[config.mk]
export PLATFORM = sky130hd
export DESIGN_NAME = muldiv_unit_flat
export DESIGN_NICKNAME = d
export VERILOG_FILES = /design/src/rtl/riscv_pkg.sv /design/src/rtl/muldiv_unit_if.sv /design/src/rtl/muldiv_operand_prep.sv /design/src/rtl/muldiv_unit.sv /design/src/flat_wrapper.sv
export SDC_FILE = /design/constraint.sdc
export NUM_CORES = 1
export LEC_CHECK = 0
export CAP_MARGIN = 20
export CORE_ASPECT_RATIO = 1.2
export CORE_MARGIN = 10
export CORE_UTILIZATION = 50
export CTS_CLUSTER_DIAMETER = 40
export DETAILED_ROUTE_END_ITERATION = 16
export PLACE_DENSITY = 0.7
export SYNTH_ARGS = -nofsm -noshare
export SYNTH_HDL_FRONTEND = slang
export SYNTH_SLANG_ARGS = --single-unit
[constraint.sdc]
create_clock -name clk -period 14.7 [get_ports clk]
set_input_delay 4.41 -clock clk [delete_from_list [all_inputs] [get_ports clk]]
set_output_delay 4.41 -clock clk [all_outputs]
set_load 0.01 [all_outputs]
[src/rtl/riscv_pkg.sv]
`default_nettype none
// ============================================================================
// Package     : riscv_pkg
// Description : Shared RV32 definitions. Holds the M-extension Funct3
//               encodings, the funct7 value that selects M-extension R-type
//               ops, the multiply/divide unit state encoding and op-class
//               helper functions.
// Revision    : 1.0 - initial multiply/divide additions
// ============================================================================
package riscv_pkg;

    localparam logic [6:0] MULDIV_FUNCT7 = 7'b0000001;

    typedef enum logic [2:0] {
        OP_MUL    = 3'b000,
        OP_MULH   = 3'b001,
        OP_MULHSU = 3'b010,
        OP_MULHU  = 3'b011,
        OP_DIV    = 3'b100,
        OP_DIVU   = 3'b101,
        OP_REM    = 3'b110,
        OP_REMU   = 3'b111
    } muldiv_op_e;

    typedef enum logic [1:0] {
        IDLE = 2'd0,
        CALC = 2'd1,
        FIX  = 2'd2,
        DONE = 2'd3
    } muldiv_state_e;

    function automatic logic is_div_op(input muldiv_op_e op);
        return op inside {OP_DIV, OP_DIVU, OP_REM, OP_REMU};
    endfunction

    function automatic logic is_rem_op(input muldiv_op_e op);
        return op inside {OP_REM, OP_REMU};
    endfunction

endpackage
`default_nettype wire

[src/rtl/muldiv_unit_if.sv]
`default_nettype none
// ============================================================================
// Interface   : muldiv_unit_if
// Description : Request/response bundle of the multiply/divide unit.
//               master : pipeline side (drives request, flush, out_ready)
//               slave  : the unit (drives in_ready, out_valid, Result, busy)
//               Request : in_valid/in_ready, Funct3, SrcA, SrcB
//               Response: out_valid/out_ready, Result
//               Control : flush (abort in-flight op), busy (stall request)
// Revision    : 1.0 - initial release
// ============================================================================
interface muldiv_unit_if #(
    parameter int DATA_W = 32
);
    logic              flush;
    logic              in_valid;
    logic              in_ready;
    logic [2:0]        Funct3;
    logic [DATA_W-1:0] SrcA;
    logic [DATA_W-1:0] SrcB;
    logic              out_valid;
    logic              out_ready;
    logic [DATA_W-1:0] Result;
    logic              busy;

    modport master (
        output flush, in_valid, Funct3, SrcA, SrcB, out_ready,
        input  in_ready, out_valid, Result, busy
    );

    modport slave (
        input  flush, in_valid, Funct3, SrcA, SrcB, out_ready,
        output in_ready, out_valid, Result, busy
    );
endinterface
`default_nettype wire

[src/rtl/muldiv_operand_prep.sv]
`default_nettype none
// ============================================================================
// Module      : muldiv_operand_prep
// Description : Combinational operand conditioning for the multiply/divide
//               unit. Produces operand magnitudes per op signedness, the sign
//               to apply to the product/quotient and to the remainder, and
//               the early-out result for divide-by-zero and signed overflow.
//   i_funct3      : operation select
//   i_srca/i_srcb : raw operands
//   o_abs_a/b     : operand magnitudes
//   o_neg_q       : negate product/quotient after iteration
//   o_neg_r       : negate remainder after iteration
//   o_special     : op finishes without iterating
//   o_special_res : result for the early-out case
// Revision    : 1.0 - initial release
// ============================================================================
module muldiv_operand_prep
    import riscv_pkg::*;
#(
    parameter int DATA_W = 32
) (
    input  muldiv_op_e        i_funct3,
    input  logic [DATA_W-1:0] i_srca,
    input  logic [DATA_W-1:0] i_srcb,
    output logic [DATA_W-1:0] o_abs_a,
    output logic [DATA_W-1:0] o_abs_b,
    output logic              o_neg_q,
    output logic              o_neg_r,
    output logic              o_special,
    output logic [DATA_W-1:0] o_special_res
);
    localparam logic [DATA_W-1:0] c_min_int = {1'b1, {(DATA_W-1){1'b0}}};

    logic w_signed_a;
    logic w_signed_b;
    logic w_neg_a;
    logic w_neg_b;
    logic w_div_zero;
    logic w_overflow;

    // MUL returns the low half, which is identical for signed and unsigned
    // operands, so it goes through the unsigned path.
    always_comb begin
        w_signed_a = 1'b0;
        w_signed_b = 1'b0;
        case (i_funct3)
            OP_MULH, OP_DIV, OP_REM: begin
                w_signed_a = 1'b1;
                w_signed_b = 1'b1;
            end
            OP_MULHSU: w_signed_a = 1'b1;
            default: ;
        endcase
    end

    assign w_neg_a = w_signed_a & i_srca[DATA_W-1];
    assign w_neg_b = w_signed_b & i_srcb[DATA_W-1];
    assign o_abs_a = w_neg_a ? ({DATA_W{1'b0}} - i_srca) : i_srca;
    assign o_abs_b = w_neg_b ? ({DATA_W{1'b0}} - i_srcb) : i_srcb;
    assign o_neg_q = w_neg_a ^ w_neg_b;
    assign o_neg_r = w_neg_a;

    assign w_div_zero = is_div_op(i_funct3) && (i_srcb == '0);
    assign w_overflow = ((i_funct3 == OP_DIV) || (i_funct3 == OP_REM)) &&
                        (i_srca == c_min_int) && (i_srcb == '1);
    assign o_special  = w_div_zero | w_overflow;

    always_comb begin
        o_special_res = '0;
        if (w_div_zero) begin
            o_special_res = is_rem_op(i_funct3) ? i_srca : '1;
        end else if (w_overflow) begin
            o_special_res = is_rem_op(i_funct3) ? '0 : c_min_int;
        end
    end
endmodule
`default_nettype wire

[src/rtl/muldiv_unit.sv]
`default_nettype none
// ============================================================================
// Module      : muldiv_unit
// Description : Iterative RV32M multiply/divide unit. One shift-add (multiply)
//               or restoring shift-subtract (divide) step per cycle for
//               DATA_W cycles, then a sign-fix cycle, then the result is held
//               until the consumer takes it. Divide-by-zero and signed
//               overflow finish in one cycle.
//   clk   : system clock, rising edge
//   reset : asynchronous active-high reset
//   bus   : muldiv_unit_if slave (request, response, flush, busy)
// Revision    : 1.0 - initial release
// ============================================================================
module muldiv_unit
    import riscv_pkg::*;
#(
    parameter int DATA_W = 32
) (
    input  logic         clk,
    input  logic         reset,
    muldiv_unit_if.slave bus
);
    localparam int              CNT_W     = $clog2(DATA_W + 1);
    localparam int              c_acc_w   = 2 * DATA_W + 1;
    localparam logic [CNT_W-1:0] c_last_it = CNT_W'(DATA_W - 1);

    muldiv_state_e      r_state;
    muldiv_state_e      w_next_state;
    muldiv_op_e         r_op;
    logic [c_acc_w-1:0] r_acc;
    logic [DATA_W-1:0]  r_opb;
    logic [CNT_W-1:0]   r_cnt;
    logic               r_neg_q;
    logic               r_neg_r;
    logic [DATA_W-1:0]  r_result;

    logic [DATA_W-1:0]  w_abs_a;
    logic [DATA_W-1:0]  w_abs_b;
    logic               w_neg_q;
    logic               w_neg_r;
    logic               w_special;
    logic [DATA_W-1:0]  w_special_res;
    logic               w_accept;

    muldiv_operand_prep #(
        .DATA_W (DATA_W)
    ) u_prep (
        .i_funct3      (muldiv_op_e'(bus.Funct3)),
        .i_srca        (bus.SrcA),
        .i_srcb        (bus.SrcB),
        .o_abs_a       (w_abs_a),
        .o_abs_b       (w_abs_b),
        .o_neg_q       (w_neg_q),
        .o_neg_r       (w_neg_r),
        .o_special     (w_special),
        .o_special_res (w_special_res)
    );

    // flush beats a simultaneous request
    assign w_accept = (r_state == IDLE) && bus.in_valid && !bus.flush;

    // ---------------- FSM ----------------
    always_ff @(posedge clk or posedge reset) begin
        if (reset) r_state <= IDLE;
        else       r_state <= w_next_state;
    end

    always_comb begin
        w_next_state = r_state;
        if (bus.flush) begin
            w_next_state = IDLE;
        end else begin
            case (r_state)
                IDLE: if (bus.in_valid) w_next_state = w_special ? DONE : CALC;
                CALC: if (r_cnt == c_last_it) w_next_state = FIX;
                FIX:  w_next_state = DONE;
                DONE: if (bus.out_ready) w_next_state = IDLE;
                default: w_next_state = IDLE;
            endcase
        end
    end

    // ---------------- iteration step ----------------
    // Accumulator layout: {spare, high half, low half}. Multiply starts with
    // the multiplier in the low half and shifts it out as the product shifts
    // in; divide starts with the dividend in the low half, shifting quotient
    // bits in at the bottom while the partial remainder builds in the high half.
    logic [DATA_W:0]    w_mul_sum;
    logic [c_acc_w-1:0] w_mul_next;
    logic [DATA_W:0]    w_div_rem;
    logic [DATA_W:0]    w_div_diff;
    logic               w_div_ge;
    logic [c_acc_w-1:0] w_div_next;

    always_comb begin
        w_mul_sum = {1'b0, r_acc[2*DATA_W-1:DATA_W]};
        if (r_acc[0]) w_mul_sum = w_mul_sum + {1'b0, r_opb};
        w_mul_next = {1'b0, w_mul_sum, r_acc[DATA_W-1:1]};

        w_div_rem  = r_acc[2*DATA_W-1:DATA_W-1];
        w_div_diff = w_div_rem - {1'b0, r_opb};
        w_div_ge   = (w_div_rem >= {1'b0, r_opb});
        // the partial remainder stays below the divisor, so DATA_W bits hold it
        w_div_next = {1'b0,
                      w_div_ge ? w_div_diff[DATA_W-1:0] : w_div_rem[DATA_W-1:0],
                      r_acc[DATA_W-2:0], w_div_ge};
    end

    // ---------------- sign fix / half select ----------------
    logic [2*DATA_W-1:0] w_prod;
    logic [DATA_W-1:0]   w_quot;
    logic [DATA_W-1:0]   w_rem;
    logic [DATA_W-1:0]   w_fix_result;

    always_comb begin
        w_prod = r_neg_q ? ({(2*DATA_W){1'b0}} - r_acc[2*DATA_W-1:0])
                         : r_acc[2*DATA_W-1:0];
        w_quot = r_neg_q ? ({DATA_W{1'b0}} - r_acc[DATA_W-1:0]) : r_acc[DATA_W-1:0];
        w_rem  = r_neg_r ? ({DATA_W{1'b0}} - r_acc[2*DATA_W-1:DATA_W])
                         : r_acc[2*DATA_W-1:DATA_W];
        case (r_op)
            OP_MUL:                       w_fix_result = w_prod[DATA_W-1:0];
            OP_MULH, OP_MULHSU, OP_MULHU: w_fix_result = w_prod[2*DATA_W-1:DATA_W];
            OP_DIV, OP_DIVU:              w_fix_result = w_quot;
            default:                      w_fix_result = w_rem;
        endcase
    end

    // ---------------- datapath registers ----------------
    // Nothing here changes in DONE, so a stalled result stays put.
    always_ff @(posedge clk or posedge reset) begin
        if (reset) begin
            r_op     <= OP_MUL;
            r_acc    <= '0;
            r_opb    <= '0;
            r_cnt    <= '0;
            r_neg_q  <= 1'b0;
            r_neg_r  <= 1'b0;
            r_result <= '0;
        end else begin
            case (r_state)
                IDLE: if (w_accept) begin
                    r_op    <= muldiv_op_e'(bus.Funct3);
                    r_acc   <= {{(DATA_W+1){1'b0}}, w_abs_a};
                    r_opb   <= w_abs_b;
                    r_cnt   <= '0;
                    r_neg_q <= w_neg_q;
                    r_neg_r <= w_neg_r;
                    if (w_special) r_result <= w_special_res;
                end
                CALC: if (!bus.flush) begin
                    r_acc <= is_div_op(r_op) ? w_div_next : w_mul_next;
                    r_cnt <= r_cnt + CNT_W'(1);
                end
                FIX: if (!bus.flush) r_result <= w_fix_result;
                default: ;
            endcase
        end
    end

    // spare accumulator bit and subtract borrow carry no information
    logic w_unused;
    assign w_unused = r_acc[c_acc_w-1] ^ w_div_diff[DATA_W];

    assign bus.in_ready  = (r_state == IDLE);
    assign bus.out_valid = (r_state == DONE);
    assign bus.busy      = (r_state != IDLE);
    assign bus.Result    = r_result;
endmodule
`default_nettype wire

[src/flat_wrapper.sv]
// flat-port wrapper written by rule: the top's interface ports become plain ports
module muldiv_unit_flat import riscv_pkg::*;
#(
    parameter int DATA_W = 32
)
  (clk, reset, bus_flush, bus_in_valid, bus_Funct3, bus_SrcA, bus_SrcB, bus_out_ready, bus_in_ready, bus_out_valid, bus_Result, bus_busy);
  muldiv_unit_if #(.DATA_W(DATA_W)) bus_i ();
  input  logic clk;
  input  logic reset;
  input wire logic [$bits(bus_i.flush)-1:0] bus_flush;
  input wire logic [$bits(bus_i.in_valid)-1:0] bus_in_valid;
  input wire logic [$bits(bus_i.Funct3)-1:0] bus_Funct3;
  input wire logic [$bits(bus_i.SrcA)-1:0] bus_SrcA;
  input wire logic [$bits(bus_i.SrcB)-1:0] bus_SrcB;
  input wire logic [$bits(bus_i.out_ready)-1:0] bus_out_ready;
  output wire logic [$bits(bus_i.in_ready)-1:0] bus_in_ready;
  output wire logic [$bits(bus_i.out_valid)-1:0] bus_out_valid;
  output wire logic [$bits(bus_i.Result)-1:0] bus_Result;
  output wire logic [$bits(bus_i.busy)-1:0] bus_busy;
  assign bus_i.flush = bus_flush;
  assign bus_i.in_valid = bus_in_valid;
  assign bus_i.Funct3 = bus_Funct3;
  assign bus_i.SrcA = bus_SrcA;
  assign bus_i.SrcB = bus_SrcB;
  assign bus_i.out_ready = bus_out_ready;
  assign bus_in_ready = bus_i.in_ready;
  assign bus_out_valid = bus_i.out_valid;
  assign bus_Result = bus_i.Result;
  assign bus_busy = bus_i.busy;
  muldiv_unit #(.DATA_W(DATA_W)) u_core (.clk(clk), .reset(reset), .bus(bus_i));
endmodule
# --- Word-level counts from Yosys, hierarchy flattened ---
# Index checks and enable logic that the tools add are counted.
totals:
  register_bits: 141
  word_cells: 102
classes:
  addsub: 8
  magnitude_cmp: 1
  n_eq_ne: 26
  n_mux: 31
  n_bitwise: 4
  n_reduce_logical: 24
op_table:
  columns: ["operator", "n"]
  rows:
  - ["32-bit 2-to-1 mux", 12]
  - ["64-bit 2-to-1 mux", 4]
  - ["64-bit case mux with 2 select lines", 1]
  - ["1-bit by 32-bit subtractor with 32-bit output (first input constant)", 4]
  - ["32-bit case mux with 3 select lines", 1]
  - ["32-bit == test (second input constant)", 2]
  - ["32-bit case mux with 2 select lines", 1]
  - ["1-bit by 64-bit subtractor with 64-bit output (first input constant)", 1]
  - ["32-bit by 32-bit adder with 33-bit output", 1]
  - ["33-bit by 32-bit greater-or-equal comparator with 1-bit output", 1]
  - ["33-bit 2-to-1 mux", 1]
  - ["32-bit zero test", 1]
  - ["32-bit subtractor", 1]
  - ["3-bit == test (second input constant)", 8]
  - ["6-bit 2-to-1 mux", 2]
  - ["6-bit case mux with 2 select lines", 1]
  - ["2-bit 2-to-1 mux", 5]
  - ["3-bit by 2-bit == test with 1-bit output (second input constant)", 3]
  - ["2-bit case mux with 4 select lines", 1]
  - ["2-bit nonzero test", 4]
  - ["4-bit nonzero test", 2]
  - ["6-bit by 1-bit adder with 6-bit output (second input constant)", 1]
  - ["3-bit by 1-bit == test with 1-bit output (second input constant)", 2]
  - ["6-bit by 5-bit == test with 1-bit output (second input constant)", 1]
  - ["other kinds (21)", 33]

# --- Logic depth before layout (Yosys ltp) ---
logic_depth:
  depth_word: 9
  mapped_depth: 14

# --- Modules after synthesis ---
# A second synthesis with hierarchy kept.
hier_totals:
  hier_cells: 1828
  hier_area_um2: 14735.4
by_module_without_submodules:
  columns: ["module", "n_inst", "cells_each", "area_per_inst_um2"]
  rows:
  - ["muldiv_unit", 1, 1564, 12877.4]
  - ["muldiv_operand_prep", 1, 264, 1858.0]

# --- Least setup slack after synthesis ---
# OpenSTA, ideal clock, no wires.
synth_timing:
  path_kind: "input to register"
  start: "in bus_SrcA[25]"
  end: "reg u_core.r_result[0], in the netlist u_core.bus.Result[0]"
  setup_time_ns: 0.125
  t_arrival_ns: 6.802
  required_ns: 14.575
  slack_ns: 7.773
  cell_stages: 11
  path_cell_list: "or3_1 or3_1 or4_1 nor4_1 nand4_1 nand2_1 nand3_1 a21o_1 buf_6 buf_6 mux2_2"
synth_via:
  elab_chain_cells: 8
  word_cells_on_any_way: 11
synth_lines:
  columns: ["item", "line", "text"]
  rows:
  - ["start: declaration", "flat_wrapper.sv:13", "input wire logic [$bits(bus_i.SrcA)-1:0] bus_SrcA;"]
  - ["32-bit == test *", "muldiv_operand_prep.sv:65", "(i_srca == c_min_int) && (i_srcb == '1);"]
  - ["1-bit logical AND *", "muldiv_operand_prep.sv:64", "assign w_overflow = ((i_funct3 == OP_DIV) || (i_funct3 == OP_REM)) &&"]
  - ["1-bit logical AND *", "muldiv_operand_prep.sv:65", null]
  - ["32-bit 2-to-1 mux", "muldiv_operand_prep.sv:72", "end else if (w_overflow) begin"]
  - ["32-bit 2-to-1 mux", "muldiv_operand_prep.sv:70", "if (w_div_zero) begin"]
  - ["32-bit 2-to-1 mux", "muldiv_unit.sv:149", "if (w_special) r_result <= w_special_res;"]
  - ["32-bit 2-to-1 mux", "muldiv_unit.sv:142", "IDLE: if (w_accept) begin"]
  - ["32-bit case mux with 2 select lines", "muldiv_unit.sv:141", "case (r_state)"]
  - ["end signal: assignment", "muldiv_unit.sv:149", null]
  - ["end signal: assignment", "muldiv_unit.sv:155", "FIX: if (!bus.flush) r_result <= w_fix_result;"]
  - ["end: declaration", "muldiv_unit.sv:35", "logic [DATA_W-1:0] r_result;"]
# Mark *: on every way between the ends. The rest lies on a longest branch, timed or not. The select of a mux whose other input is x is not followed.
# A chain may end at the register's enable or synchronous reset.

# --- Worst setup path after layout ---
layout_timing:
  start: "in bus_SrcB[6]"
  end: "reg u_core.r_result[11], in the netlist u_core.bus.Result[11]"
layout_via:
  elab_chain_cells: 7
  word_cells_on_any_way: 12
layout_lines:
  columns: ["item", "line", "text"]
  rows:
  - ["start: declaration", "flat_wrapper.sv:14", "input wire logic [$bits(bus_i.SrcB)-1:0] bus_SrcB;"]
  - ["32-bit == test", "muldiv_operand_prep.sv:65", null]
  - ["1-bit logical AND", "muldiv_operand_prep.sv:65", null]
  - ["32-bit 2-to-1 mux", "muldiv_operand_prep.sv:72", null]
  - ["32-bit 2-to-1 mux", "muldiv_operand_prep.sv:70", null]
  - ["32-bit 2-to-1 mux", "muldiv_unit.sv:149", null]
  - ["32-bit 2-to-1 mux", "muldiv_unit.sv:142", null]
  - ["32-bit case mux with 2 select lines", "muldiv_unit.sv:141", null]
# Parallel ways exist; a longest one is shown, timed or not. The select of a mux whose other input is x is not followed.

==> results.md <==
* Max Slew Vio Count at 0
* Pwr dens at 244 nW/um2
* Layout Utilization at 56.7%
* Share of post-route cells with drive strength above 1 at 4.19%
* Synth Area in XOR/XNOR at 11.3%
* Reg power frac at 21.4%
* Row cnt at 68
* First-pass GRT wire length at 79500 um
* Bufs on Longest Clock Path at 2
* Main flop type after synthesis: dfrtp_1
* Arrival time worst endpoint at 8.26 ns
* Post-Synth Adder-Cell Area at 6.68%
* Multiplexer share of the synthesized area at 4.02%
* Async S/R FF share, synth at 100%
* H-tree level count at 4
* Worst-Margin Slew at 1.18 ns
* Vias in the first global route at 14346
* Fin area at 16300 um2
* Max_slew headroom at 21.4%
* Placed Cells incl. Taps at 2333
* GRT Util Overall at 27.6%
* Mapped Cells at 1965
* Syn-to-layout area delta at 12.4%
* Post-synth EDFFs at 0
* Register bit count reported by yosys at 141
* DRC at 0
* CTS tree: built
* Yosys cell types at 73
* Worst Hold Class: register to register
* Max IR drop VDD at 0.0988 mV
* WP data required at 15.03 ns
* Psw at 2.09 mW
* Num CTS Buffers at 17
* Global placement routability congestion at 1.01
* Sequential area share after synthesis at 24.4%
* Die W at 175 um
* Combinational cell fraction of total power at 66.3%
* Setup Buffers After CTS at 0
* Wire per inst at 21.6 um
* Root Buffer: clkbuf_16
* NumNets Final at 2116
* Grt ovf at 0
* Part of the power in the clock network at 12.3%
* RSZ-0062 raised after global routing: false
* Sw Share at 52.7%
* Yosys Warn Count at 0
* Synth Area in Simple Gates at 21.2%
* IO buf count at 106
* Final setup violation count at 0
* Drt pass-1 iters at 7
* N_diodes at 0
* Leak at 6.82 nW
* Initial antenna violation count at 0
* I/O Pins at 107
* Vias/cell at 6.39
* Skew final at 0.0156 ns
* Clock latency on the worst-skew pair at 0.46 ns
* Internal power at 1.88 mW
* Tmin final at 7.93 ns
* Die Footprint at 36100 um2
* Period utilization at 53.9%
* Clock sinks at 141
* WHS at 0.481 ns
* TNS Setup at 0 ns
* Post-cts sizing count at 0
* Post-DP HPWL at 37800 um
* Max Cap Viol at 0
* Synthesized Nets at 2113
* CP endpoint kind: register
* Pin count of the biggest net entering global routing at 85
* DP Area at 15600 um2
* Die extent in y at 206 um
* CTS clock-pin slew for the worst setup and hold paths at 0.06 ns
* DRT iter0 DRCs at 1622
* Setup WS pre-CTS at 6.38 ns
* Main combinational cell family by area after synthesis: compound AO/OA/AOI/OAI gates
* Total core area at 28700 um2
* F_max at 126 MHz
* Cts hold-fix bufs at 0
* Crit Path Category: input port to register
* CP startpoint kind: input port
* Fin cells at 2366
* Final hold vios at 0
* Worst-path maximum fanout at 61
* Outcome: completed
* Total Power at 3.97 mW
* Total wire length at 51200 um
* Initial core utilization at 50.4%
* Vias at 15114
* Routed Antenna Nets at 0
* Cell area after synthesis at 14500 um2
* Mean Syn Cell Area at 7.36 um2
* Final worst slack at 6.77 ns
* Compound-Gate Fraction of Synth Area at 26.8%
## critical path, stage by stage
cell and delay, ns:
clkdlybuf4s50_1 0.51, or4_1 0.64, nor4_2 0.45, nand2_2 0.19, nor2_1 0.39, nand3_1 0.34, nand2_1 0.22, nand3_1 0.09
a21o_2 0.56, mux2_2 0.42
## power by group through the flow
stage | combinational, mW | sequential [mW] | clock, mW
after global routing | 2.90 | 0.867 | 0.504
after floorplan | 2.01 | 0.690 | 0
after CTS | 2.57 | 0.835 | 0.489
after detailed placement | 2.55 | 0.842 | 0
after global placement | 2.51 | 0.834 | 0
final | 2.63 | 0.849 | 0.487
## layout make-up
class | count | area, um2
Fill cell | 2787 | 12400
Multi-Input combinational cell | 1617 | 10100
Sequential cell | 141 | 3530
Timing Repair Buffer | 123 | 1200
Tap cell | 385 | 482
Clock buffer | 21 | 480
Inverter | 68 | 260
Clock inverter | 11 | 163
## layout by cell type (no fill, tap or decap), types with 14 or more instances in the layout
cell type / count
xnor2_1: 84
o211ai_1: 27
a21oi_1: 145
clkbuf_16: 17
a211oi_1: 14
ha_1: 73
buf_4: 16
o22ai_1: 23
or3_1: 22
inv_1: 65
a31oi_1: 19
nor3_1: 38
nand2_1: 282
nand4_1: 24
nand3_1: 38
nor2_1: 153
clkdlybuf4s50_1: 106
a21o_1: 40
mux2i_1: 49
o31ai_1: 31
o41ai_1: 15
o21ai_0: 224
nand2b_1: 17
o221ai_1: 17
xor2_1: 102
dfrtp_1: 139
## sequential cells by signal, summed over array words and instances, names as in the netlist
| name | cells |
|---|---|
| u_core.r_neg_q | 1 |
| u_core.bus.Result | 32 |
| u_core.r_cnt | 6 |
| u_core.r_state | 2 |
| u_core.r_neg_r | 1 |
| u_core.r_op | 3 |
| u_core.r_opb | 32 |
| u_core.r_acc | 64 |
## path summary, 6_finish.rpt
kind | cells past startpoint | startpoint | slack [ns] | endpoint
max | 10 | bus_SrcB[6] | 6.77 | u_core.bus.Result[11]
min | 2 | u_core.bus.Result[8] | 0.48 | u_core.bus.Result[8]
max reg2reg | 13 | u_core.r_acc[32] | 10.22 | u_core.r_acc[61]
min reg2reg | 2 | u_core.bus.Result[8] | 0.48 | u_core.bus.Result[8]
max in group asynchronous | 3 | reset | 8.88 | u_core.r_op[2]
min in group asynchronous | 2 | reset | 4.47 | u_core.bus.Result[9]
## kinds of logic (layout without fill, tap and decap cells)
logic type / after synthesis / after routing
AOI/OAI and AO/OA: 633 / 633
xor gates and xnor gates: 186 / 186
adders and majority gates: 76 / 76
buffers and inverters: 207 / 223
DFF: 141 / 141
muxes: 57 / 57
and+or+nand+nor: 665 / 665
## synth_stat cells, types with 8 or more instances
cell type,number,area share (%)
nand4_1,24,1.0
nand2b_1,17,0.74
nor4_1,10,0.43
nand2_1,282,7.3
or3_1,22,0.95
o21bai_1,8,0.42
ha_1,74,6.4
clkbuf_1,116,3.0
o22ai_1,23,1.0
xor2_1,102,6.2
o21ai_0,224,7.8
or2_2,10,0.43
a21o_1,41,2.1
a211oi_1,14,0.73
a21oi_1,145,5.0
o31ai_1,31,1.6
nor2b_1,12,0.52
o21ai_1,8,0.28
dfrtp_1,141,24
a31oi_1,20,0.87
nor3_1,38,1.3
inv_1,66,1.7
or4_1,12,0.62
and3_1,9,0.39
xnor2_1,84,5.1
mux2_2,8,0.62
buf_1,14,0.36
o211ai_1,27,1.4
o21a_1,11,0.57
nor2_1,153,4.0
o41ai_1,15,0.91
o221ai_1,17,1.0
nand3_1,38,1.3
nor3b_1,12,0.62
mux2i_1,49,3.4
## per-layer routing
metal  global-route usage [%]  vias to the layer above  part of all wire, %
met4                     19.0                        0                  6.9
met1                     32.5                     7110                   39
met2                     45.8                      764                   46
li1                         -                     7061                    -
met5                        0                        -                    0
met3                     4.29                      179                  7.4
No activity file was read; power rests on OpenSTA's default activity.
